===== src/rtl/reloj_pkg.sv =====
// Shared constants and FSM encoding for the BCD time-of-day core.
package reloj_pkg;

  localparam int unsigned MAX_SEG     = 59;
  localparam int unsigned MAX_MIN     = 59;
  localparam int unsigned MAX_HORA_24 = 23;
  localparam int unsigned MAX_HORA_12 = 12;

  // BCD digit widths: units, minute/second tens, hour tens
  localparam int unsigned W_UNI  = 4;
  localparam int unsigned W_DEC  = 3;
  localparam int unsigned W_HDEC = 2;

  typedef enum logic {
    CORRE  = 1'b0,
    AJUSTE = 1'b1
  } estado_t;

endpackage


===== src/rtl/reloj_bcd_contador.sv =====
// Two-digit BCD counter wrapping MAX_D:MAX_U -> 00; carry flags the wrap step.
module contador_bcd_mod
  import reloj_pkg::*;
#(
  parameter int unsigned MAX_D = 5,
  parameter int unsigned MAX_U = 9
) (
  input  logic             clk,
  input  logic             rst_n,
  input  logic             en,
  input  logic             clr,
  output logic [W_UNI-1:0] unidades,
  output logic [W_DEC-1:0] decenas,
  output logic             carry
);

  logic en_maximo;

  assign en_maximo = (decenas == W_DEC'(MAX_D)) && (unidades == W_UNI'(MAX_U));

  // carry is combinational so the next digit pair steps on the same edge
  assign carry = en && en_maximo;

  // Digit registers: clear has priority, units carry into tens at 9
  always_ff @(posedge clk or negedge rst_n) begin
    if (!rst_n) begin
      unidades <= '0;
      decenas  <= '0;
    end else if (clr) begin
      unidades <= '0;
      decenas  <= '0;
    end else if (en) begin
      if (en_maximo) begin
        unidades <= '0;
        decenas  <= '0;
      end else if (unidades == W_UNI'(9)) begin
        unidades <= '0;
        decenas  <= decenas + W_DEC'(1);
      end else begin
        unidades <= unidades + W_UNI'(1);
      end
    end
  end

endmodule


===== src/rtl/reloj_bcd.sv =====
// BCD HH:MM:SS timekeeping core with run/set modes.
// Build option: define FORMATO_12H_EN for 12-hour format with a pm output.
module reloj_bcd
  import reloj_pkg::*;
#(
  parameter int unsigned CICLOS_SEG = 50000000
) (
  input  logic              clk,
  input  logic              rst_n,
  input  logic              modo_ajuste,
  input  logic              inc_min,
  input  logic              inc_hora,
  output logic [W_UNI-1:0]  seg_u,
  output logic [W_DEC-1:0]  seg_d,
  output logic [W_UNI-1:0]  min_u,
  output logic [W_DEC-1:0]  min_d,
  output logic [W_UNI-1:0]  hora_u,
  output logic [W_HDEC-1:0] hora_d,
  output logic              pulso_minuto,
  output logic              en_ajuste
`ifdef FORMATO_12H_EN
  , output logic            pm
`endif
);

  localparam int unsigned PW = $clog2(CICLOS_SEG);

  estado_t         estado, estado_sig;
  logic [PW-1:0]   presc;
  logic            inc_min_q, inc_hora_q;
  logic            corre, tick, sube_min, sube_hora;
  logic            carry_seg, carry_min, en_min, en_hora;

  // State register
  always_ff @(posedge clk or negedge rst_n) begin
    if (!rst_n) estado <= CORRE;
    else        estado <= estado_sig;
  end

  // Next state follows the mode level in either state
  always_comb begin
    estado_sig = estado;
    case (estado)
      CORRE:   if (modo_ajuste)  estado_sig = AJUSTE;
      AJUSTE:  if (!modo_ajuste) estado_sig = CORRE;
      default: estado_sig = CORRE;
    endcase
  end

  // Time only runs when we are in CORRE and staying there
  assign corre     = (estado == CORRE) && (estado_sig == CORRE);
  assign tick      = corre && (presc == PW'(CICLOS_SEG - 1));
  assign sube_min  = (estado == AJUSTE) && inc_min  && !inc_min_q;
  assign sube_hora = (estado == AJUSTE) && inc_hora && !inc_hora_q;
  assign en_min    = (tick && carry_seg) || sube_min;
  assign en_hora   = (tick && carry_seg && carry_min) || sube_hora;
  assign en_ajuste = (estado == AJUSTE);

  // Prescaler: counts in CORRE, held at 0 otherwise so each run starts a full second
  always_ff @(posedge clk or negedge rst_n) begin
    if (!rst_n)      presc <= '0;
    else if (!corre) presc <= '0;
    else if (tick)   presc <= '0;
    else             presc <= presc + PW'(1);
  end

  // Button edge detectors and minute pulse
  always_ff @(posedge clk or negedge rst_n) begin
    if (!rst_n) begin
      inc_min_q    <= 1'b0;
      inc_hora_q   <= 1'b0;
      pulso_minuto <= 1'b0;
    end else begin
      inc_min_q    <= inc_min;
      inc_hora_q   <= inc_hora;
      pulso_minuto <= tick && carry_seg;
    end
  end

  contador_bcd_mod #(.MAX_D(MAX_SEG / 10), .MAX_U(MAX_SEG % 10)) u_seg (
    .clk      (clk),
    .rst_n    (rst_n),
    .en       (tick),
    .clr      (estado_sig == AJUSTE),
    .unidades (seg_u),
    .decenas  (seg_d),
    .carry    (carry_seg)
  );

  // Set-mode steps reuse the same wrap; the carry only matters on a tick
  contador_bcd_mod #(.MAX_D(MAX_MIN / 10), .MAX_U(MAX_MIN % 10)) u_min (
    .clk      (clk),
    .rst_n    (rst_n),
    .en       (en_min),
    .clr      (1'b0),
    .unidades (min_u),
    .decenas  (min_d),
    .carry    (carry_min)
  );

`ifdef FORMATO_12H_EN
  // Hours 12,01..11,12; pm flips on every 11->12 step
  always_ff @(posedge clk or negedge rst_n) begin
    if (!rst_n) begin
      hora_d <= W_HDEC'(MAX_HORA_12 / 10);
      hora_u <= W_UNI'(MAX_HORA_12 % 10);
      pm     <= 1'b0;
    end else if (en_hora) begin
      if (hora_d == W_HDEC'(MAX_HORA_12 / 10) && hora_u == W_UNI'(MAX_HORA_12 % 10)) begin
        hora_d <= '0;
        hora_u <= W_UNI'(1);
      end else if (hora_d == W_HDEC'(1) && hora_u == W_UNI'(1)) begin
        hora_u <= W_UNI'(2);
        pm     <= !pm;
      end else if (hora_u == W_UNI'(9)) begin
        hora_d <= W_HDEC'(1);
        hora_u <= '0;
      end else begin
        hora_u <= hora_u + W_UNI'(1);
      end
    end
  end
`else
  // Hours 00..23
  always_ff @(posedge clk or negedge rst_n) begin
    if (!rst_n) begin
      hora_d <= '0;
      hora_u <= '0;
    end else if (en_hora) begin
      if (hora_d == W_HDEC'(MAX_HORA_24 / 10) && hora_u == W_UNI'(MAX_HORA_24 % 10)) begin
        hora_d <= '0;
        hora_u <= '0;
      end else if (hora_u == W_UNI'(9)) begin
        hora_d <= hora_d + W_HDEC'(1);
        hora_u <= '0;
      end else begin
        hora_u <= hora_u + W_UNI'(1);
      end
    end
  end
`endif

endmodule


===== config.mk =====
export PLATFORM = sky130hd
export DESIGN_NAME = reloj_bcd
export DESIGN_NICKNAME = d
export VERILOG_FILES = /design/src/rtl/reloj_pkg.sv /design/src/rtl/reloj_bcd_contador.sv /design/src/rtl/reloj_bcd.sv
export SDC_FILE = /design/constraint.sdc
export NUM_CORES = 1
export LEC_CHECK = 0
export CAP_MARGIN = 30
export CORE_ASPECT_RATIO = 1.4
export CORE_MARGIN = 2
export CORE_UTILIZATION = 51
export DETAILED_ROUTE_END_ITERATION = 8
export PLACE_DENSITY = 0.75
export SYNTH_ARGS = -nofsm -noshare
export SYNTH_HDL_FRONTEND = slang
export SYNTH_HIERARCHICAL = 1
export SYNTH_SLANG_ARGS = --single-unit
export TNS_END_PERCENT = 5

===== constraint.sdc =====
create_clock -name clk -period 3.1 [get_ports clk]
set_input_delay 0.31 -clock clk [delete_from_list [all_inputs] [get_ports clk]]
set_output_delay 0.31 -clock clk [all_outputs]
set_load 0.005 [all_outputs]

# --- Word-level counts from Yosys, hierarchy flattened ---
# Index checks and enable logic that the tools add are counted.
word_totals:
  regBits: 50
  wordCells: 71
op_classes:
  n_reduce_logical: 24
  n_mux: 19
  eq_ne: 8
  n_bitwise: 2
  n_addsub: 7
op_table:
  columns: ["op", "n"]
  rows:
  - ["26-bit 2-to-1 mux", 2]
  - ["4-bit 2-to-1 mux", 8]
  - ["26-bit by 1-bit adder with 26-bit output (second input constant)", 1]
  - ["26-bit equality test (second input constant)", 1]
  - ["3-bit 2-to-1 mux", 6]
  - ["1-bit logical AND", 13]
  - ["4-bit by 1-bit adder with 4-bit output (second input constant)", 3]
  - ["4-bit equality test (second input constant)", 3]
  - ["3-bit by 1-bit adder with 3-bit output (second input constant)", 2]
  - ["3-bit equality test (second input constant)", 2]
  - ["2-bit AND reduction", 3]
  - ["2-bit nonzero test", 3]
  - ["4-bit by 2-bit equality test with 1-bit output (second input constant)", 1]
  - ["2-bit 2-to-1 mux", 2]
  - ["3-bit nonzero test", 1]
  - ["2-bit by 1-bit adder with 2-bit output (second input constant)", 1]
  - ["2-bit equality test (second input constant)", 1]
  - ["1-bit logical NOT", 2]
  - ["1-bit logical OR", 2]
  - ["1-bit NOT", 2]
  - ["1-bit 2-to-1 mux", 1]

# --- Longest topological paths before layout ---
depth:
  word_depth: 11
  depth_mapped: 14
  ltp_nobuf: 14

# --- By module ---
# The synthesis kept the hierarchy.
by_module_without_submodules:
  columns: ["mod", "seq_area_each_um2", "area_per_inst_um2", "instances", "cells_per_inst"]
  rows:
  - ["reloj_bcd", 900.9, 1861.8, 1, 189]
  - ["contador_bcd_mod", 175.2, 424.2, 2, 43]

# --- Worst setup path after synthesis ---
# Ideal clock, no wire load.
synth_path:
  path_type: "reg2reg"
  start: "reg presc[0]"
  end: "reg hora_u[2]"
  synth_period_minus_slack_ps: 3301
  slack_ps: -201
  stages_incl_launch_ff: 15
  setup_ps: 125
  required_ps: 2975
  arrival_ps: 3176
  n_path_buf: 0
  cell_sequence: "dfrtp_1 ha_1 nand4_1 nor4_1 and2_1 nand4b_4 nor2_1 and3_1 o21bai_1 nand4b_4 nor2_1 and2_1 nand3_1 a21boi_0 mux2_2"
synth_via:
  elab_chain_cells: 8
synth_lines:
  columns: ["element", "line_no", "source"]
  rows:
  - ["from (decl)", "reloj_bcd.sv:29", "logic [PW-1:0] presc;"]
  - ["from (signal assigned)", "reloj_bcd.sv:64", "else presc <= presc + PW'(1);"]
  - ["26-bit equality test", "reloj_bcd.sv:52", "assign tick = corre && (presc == PW'(CICLOS_SEG - 1));"]
  - ["1-bit logical AND", "reloj_bcd.sv:52", null]
  - ["named net tick", "reloj_bcd.sv:31", "logic corre, tick, sube_min, sube_hora;"]
  - ["1-bit logical AND", "reloj_bcd_contador.sv:22", "assign carry = en && en_maximo;"]
  - ["named net carry_seg", "reloj_bcd.sv:32", "logic carry_seg, carry_min, en_min, en_hora;"]
  - ["1-bit logical AND", "reloj_bcd.sv:55", "assign en_min = (tick && carry_seg) || sube_min;"]
  - ["1-bit logical OR", "reloj_bcd.sv:55", null]
  - ["named net en_min", "reloj_bcd.sv:32", null]
  - ["1-bit logical AND", "reloj_bcd_contador.sv:22", null]
  - ["named net carry_min", "reloj_bcd.sv:32", null]
  - ["1-bit logical AND", "reloj_bcd.sv:56", "assign en_hora = (tick && carry_seg && carry_min) || sube_hora;"]
  - ["1-bit logical OR", "reloj_bcd.sv:56", null]
  - ["to (signal assigned)", "reloj_bcd.sv:137", "hora_u <= hora_u + W_UNI'(1);"]
  - ["to (decl)", "reloj_bcd.sv:17", "output logic [W_UNI-1:0] hora_u,"]
# The timed path passes the listed nets, and every way through them passes these cells.
# A chain may end at the register's enable or synchronous reset.

# --- Final worst setup path ---
layout_path:
  start: "reg presc[1]"
  end: "reg hora_d[0]"
layout_via:
  elab_chain_cells: 9
layout_lines:
  columns: ["element", "line_no", "source"]
  rows:
  - ["26-bit equality test", "reloj_bcd.sv:52", null]
  - ["1-bit logical AND", "reloj_bcd.sv:52", null]
  - ["named net tick", "reloj_bcd.sv:31", null]
  - ["1-bit logical AND", "reloj_bcd_contador.sv:22", null]
  - ["named net carry_seg", "reloj_bcd.sv:32", null]
  - ["1-bit logical AND", "reloj_bcd.sv:55", null]
  - ["1-bit logical OR", "reloj_bcd.sv:55", null]
  - ["named net en_min", "reloj_bcd.sv:32", null]
  - ["1-bit logical AND", "reloj_bcd_contador.sv:22", null]
  - ["named net carry_min", "reloj_bcd.sv:32", null]
  - ["1-bit logical AND", "reloj_bcd.sv:56", null]
  - ["1-bit logical OR", "reloj_bcd.sv:56", null]
  - ["2-bit AND reduction (no source line)", null, null]
  - ["to (signal assigned)", "reloj_bcd.sv:134", "hora_d <= hora_d + W_HDEC'(1);"]
  - ["to (decl)", "reloj_bcd.sv:18", "output logic [W_HDEC-1:0] hora_d,"]
# The timed path passes the listed nets, and every way through them passes these cells.

==> results_dict.tcl <==
set metrics [dict create \
    slew_headroom 0.642 \
    dieArea_mm2 0.00592 \
    ioPinCount 27 \
    clock.fmax_ghz 0.338 \
    slowest_stage "dfrtp_1" \
    ir_drop_v 0.000308 \
    maxCapViolCount 0 \
    fp.dieW_um 65.6 \
    antenna_found_initial 0 \
    io_buffers 26 \
    drive_above_1_share 0.162 \
    pre_cts_ws_ns -0.0893 \
    dpl_cell_area_mm2 0.00321 \
    power.leakage_nw 1.47 \
    sw_frac_of_total 0.270 \
    start_kind "register" \
    synth_cell_types 41 \
    grt_setup_unrepaired "true" \
    rows 31 \
    routed_wl_mm 5.36 \
    mostFrequentLayoutCell "dfrtp_1" \
    path_class "register to register" \
    overflow 0 \
    route.detailed.drc 0 \
    status "finished, final reports clean" \
    diodes 0 \
    dp_hpwl_mm 3.91 \
    worst_pin_slew_ns 0.532 \
    grt_max_degree 34 \
    cts_buffer_depth 2 \
    cts_buffers 5 \
    postSynthCellCount 275 \
    p_comb_frac 0.169 \
    ant_nets 0 \
    setup_violations 0 \
    power.net_switching_mw 0.370 \
    h-tree-depth 2 \
    cts_tree "built" \
    dieHeight_um 90.3 \
    cp.required_ns 3.30 \
    first_iter_violations 66 \
    cts_sinks 50 \
    crit_path_end_kind "register" \
    routabilityCongestion 0.799 \
    yosysSeqAreaShare 0.462 \
    drtPass1Iterations 4 \
    design_area_mm2 0.00337 \
    core_area_mm2 0.00516 \
    post_drt_via_cell_ratio 5.24 \
    cp_cell_sequence "ha_2, nand4_1, nor4_4, and2_4, nand4b_4, nor2_4, and3_4, o21bai_4, nand4b_4, nor2_1, and2_4, buf_4, nand4_1, nand2_1, mux2_2" \
    grt_pass1_wl_mm 9.39 \
    vias 2090 \
    critPathArrivalTime_ns 3.16 \
    cts-root-buf "clkbuf_8" \
    initial_core_util 0.525 \
    netlist_area_mm2 0.00271 \
    grt_usage 0.201 \
    fin_nets 348 \
    insertion_delay_ns 0.31 \
    min_period_ns 2.96 \
    slowest_delay_ns 0.37 \
    hold_class "input port to asynchronous set/reset pin" \
    finalClockSkew_ns 0.00835 \
    cp_num_buf_inv 1 \
    ys_ff_latch 50 \
    powerDensity_mw_per_mm2 407 \
    hold_violations 0 \
    synth_area_per_cell_um2 9.85 \
    synth-warning-count 6 \
    crit_fanout 3 \
    clkTransAtPathRegs_ns 0.09 \
    wl_per_cell_um 13.4 \
    setup_slack_ns 0.139 \
    layout_common_cells "dfrtp_1 (50), nor2_1 (37), clkdlybuf4s50_1 (25)" \
    grt_pass1_vias 2090 \
    maxSlewViolCount 0 \
    seqPwrFrac 0.540 \
    internal_power_mw 1.00 \
    syn2layout_area_growth_pct 24.4 \
    clkPwrFrac 0.290 \
    cpLargestDelayFamily "simple AND/OR/NAND/NOR gates" \
    min_period_over_period 0.955 \
]
==> registers in the layout, summed over array words and instances (netlist names) <==
register and flops:
presc 26, u_seg/decenas 3, u_min/unidades 4, hora_u 4
u_seg/unidades 4, u_min/decenas 3, hora_d 2, inc_min_q 1
en_ajuste 1, pulso_minuto 1, inc_hora_q 1
==> power by group through the flow <==
stage	Sequential, mW	Combinational, mW	Clock, mW
floorplan	0.748	0.111	0
global placement	0.752	0.223	0
detailed placement	0.755	0.232	0
CTS	0.742	0.234	0.415
global route	0.753	0.266	0.439
finish	0.741	0.232	0.398
==> metrics by stage <==
stage	hold WS, ns	total power, mW	util	instances	TNS, ns
2_1_floorplan	0.0144	0.858	-	281	0
5_1_grt	0.477	1.46	0.653	399	-0.0533
3_5_place_dp	0.278	0.988	0.622	387	-0.205
6_report	0.461	1.37	0.653	399	0
3_3_place_gp	0.509	0.975	0.618	386	0
4_1_cts	0.463	1.39	0.642	396	0
==> synth_stat cells (all sizes together) <==
cell type,n,area (um^2)
dfrtp,50,1250
nor2,39,149
nand2,24,90.1
xnor2,18,158
a21oi,17,85.1
ha,11,138
inv,11,41.3
nand3,11,55.1
nand4,8,56.3
nand3b,7,52.6
nor3,7,35.0
nor4,7,73.8
or3b,7,61.3
o21ai,6,30.0
xor2,6,52.6
buf,5,36.3
nand2b,5,31.3
and3,4,25.0
mux2,4,45.0
a21boi,3,22.5
a211o,2,17.5
a211oi,2,15.0
and2,2,12.5
and4b,2,20.0
clkbuf,2,7.51
nand4b,2,47.6
nor4b,2,17.5
o21bai,2,15.0
or2,2,12.5
or3,2,12.5
and4,1,10.0
conb,1,3.75
nand4bb,1,11.3
nor3b,1,7.51
or4,1,11.3
==> path summary, 6_finish.rpt <==
path                           start                 to  slack (ns)  cells after the start
min reg2reg                presc[25]          presc[25]        0.56                      2
max in group asynchronous      rst_n          presc[15]        2.11                      3
max                         presc[1]          hora_d[0]        0.14                     15
min                            rst_n  u_seg/unidades[3]        0.46                      2
min in group clk            inc_hora         inc_hora_q        0.48                      1
max reg2reg                 presc[1]          hora_d[0]        0.14                     15
==> timing repair <==
item / in CTS / in global routing
hold endpoints to repair: 17 / 0
hold buffers: 1 / 0
setup endpoints to repair: 2 / 6
gates resized for setup: 0 / 9
setup buffers: 0 / 3
pin swaps: 1 / 8
==> logic make-up (layout without fill, tap and decap cells) <==
logic type | Yosys count | after routing | synth area share
xor gates and xnor gates | 24 | 24 | 0.0776
adders and majority gates | 11 | 11 | 0.0508
buffers and inverters | 18 | 70 | 0.0314
other | 1 | 7 | 0.00138
muxes | 4 | 4 | 0.0166
AOI/OAI and AO/OA | 32 | 32 | 0.0683
and+or+nand+nor | 135 | 135 | 0.292
DFF | 50 | 50 | 0.462
==> worst reg2reg max path: cells and delay by family, from the launching register on <==
family / cells / cell delay (ns)
buffers and inverters: 1 / 0.09
AOI/OAI and AO/OA: 1 / 0.13
DFF: 1 / 0.37
adders and majority gates: 1 / 0.18
and+or+nand+nor: 11 / 1.75
muxes: 1 / 0.32
==> layer usage <==
| layer | global-route usage | part of all wire | up-vias |
|---|---|---|---|
| met5 | 0 | 0 | - |
| met3 | 0.0337 | 0.024 | 7 |
| li1 | - | - | 1050 |
| met1 | 0.239 | 0.41 | 1003 |
| met4 | 0.0521 | 0.011 | 0 |
| met2 | 0.366 | 0.55 | 30 |
==> layout make-up <==
| cell class | instances | area (um^2) |
|---|---|---|
| well taps | 66 | 82.6 |
| clock inverters | 2 | 12.5 |
| inverters | 11 | 41.3 |
| flip-flops and latches | 50 | 1250 |
| fillers | 422 | 1790 |
| clock buffers | 6 | 82.6 |
| multi-input cells | 213 | 1440 |
| repair buffers | 51 | 458 |
Power figures use the tool's default switching activity.
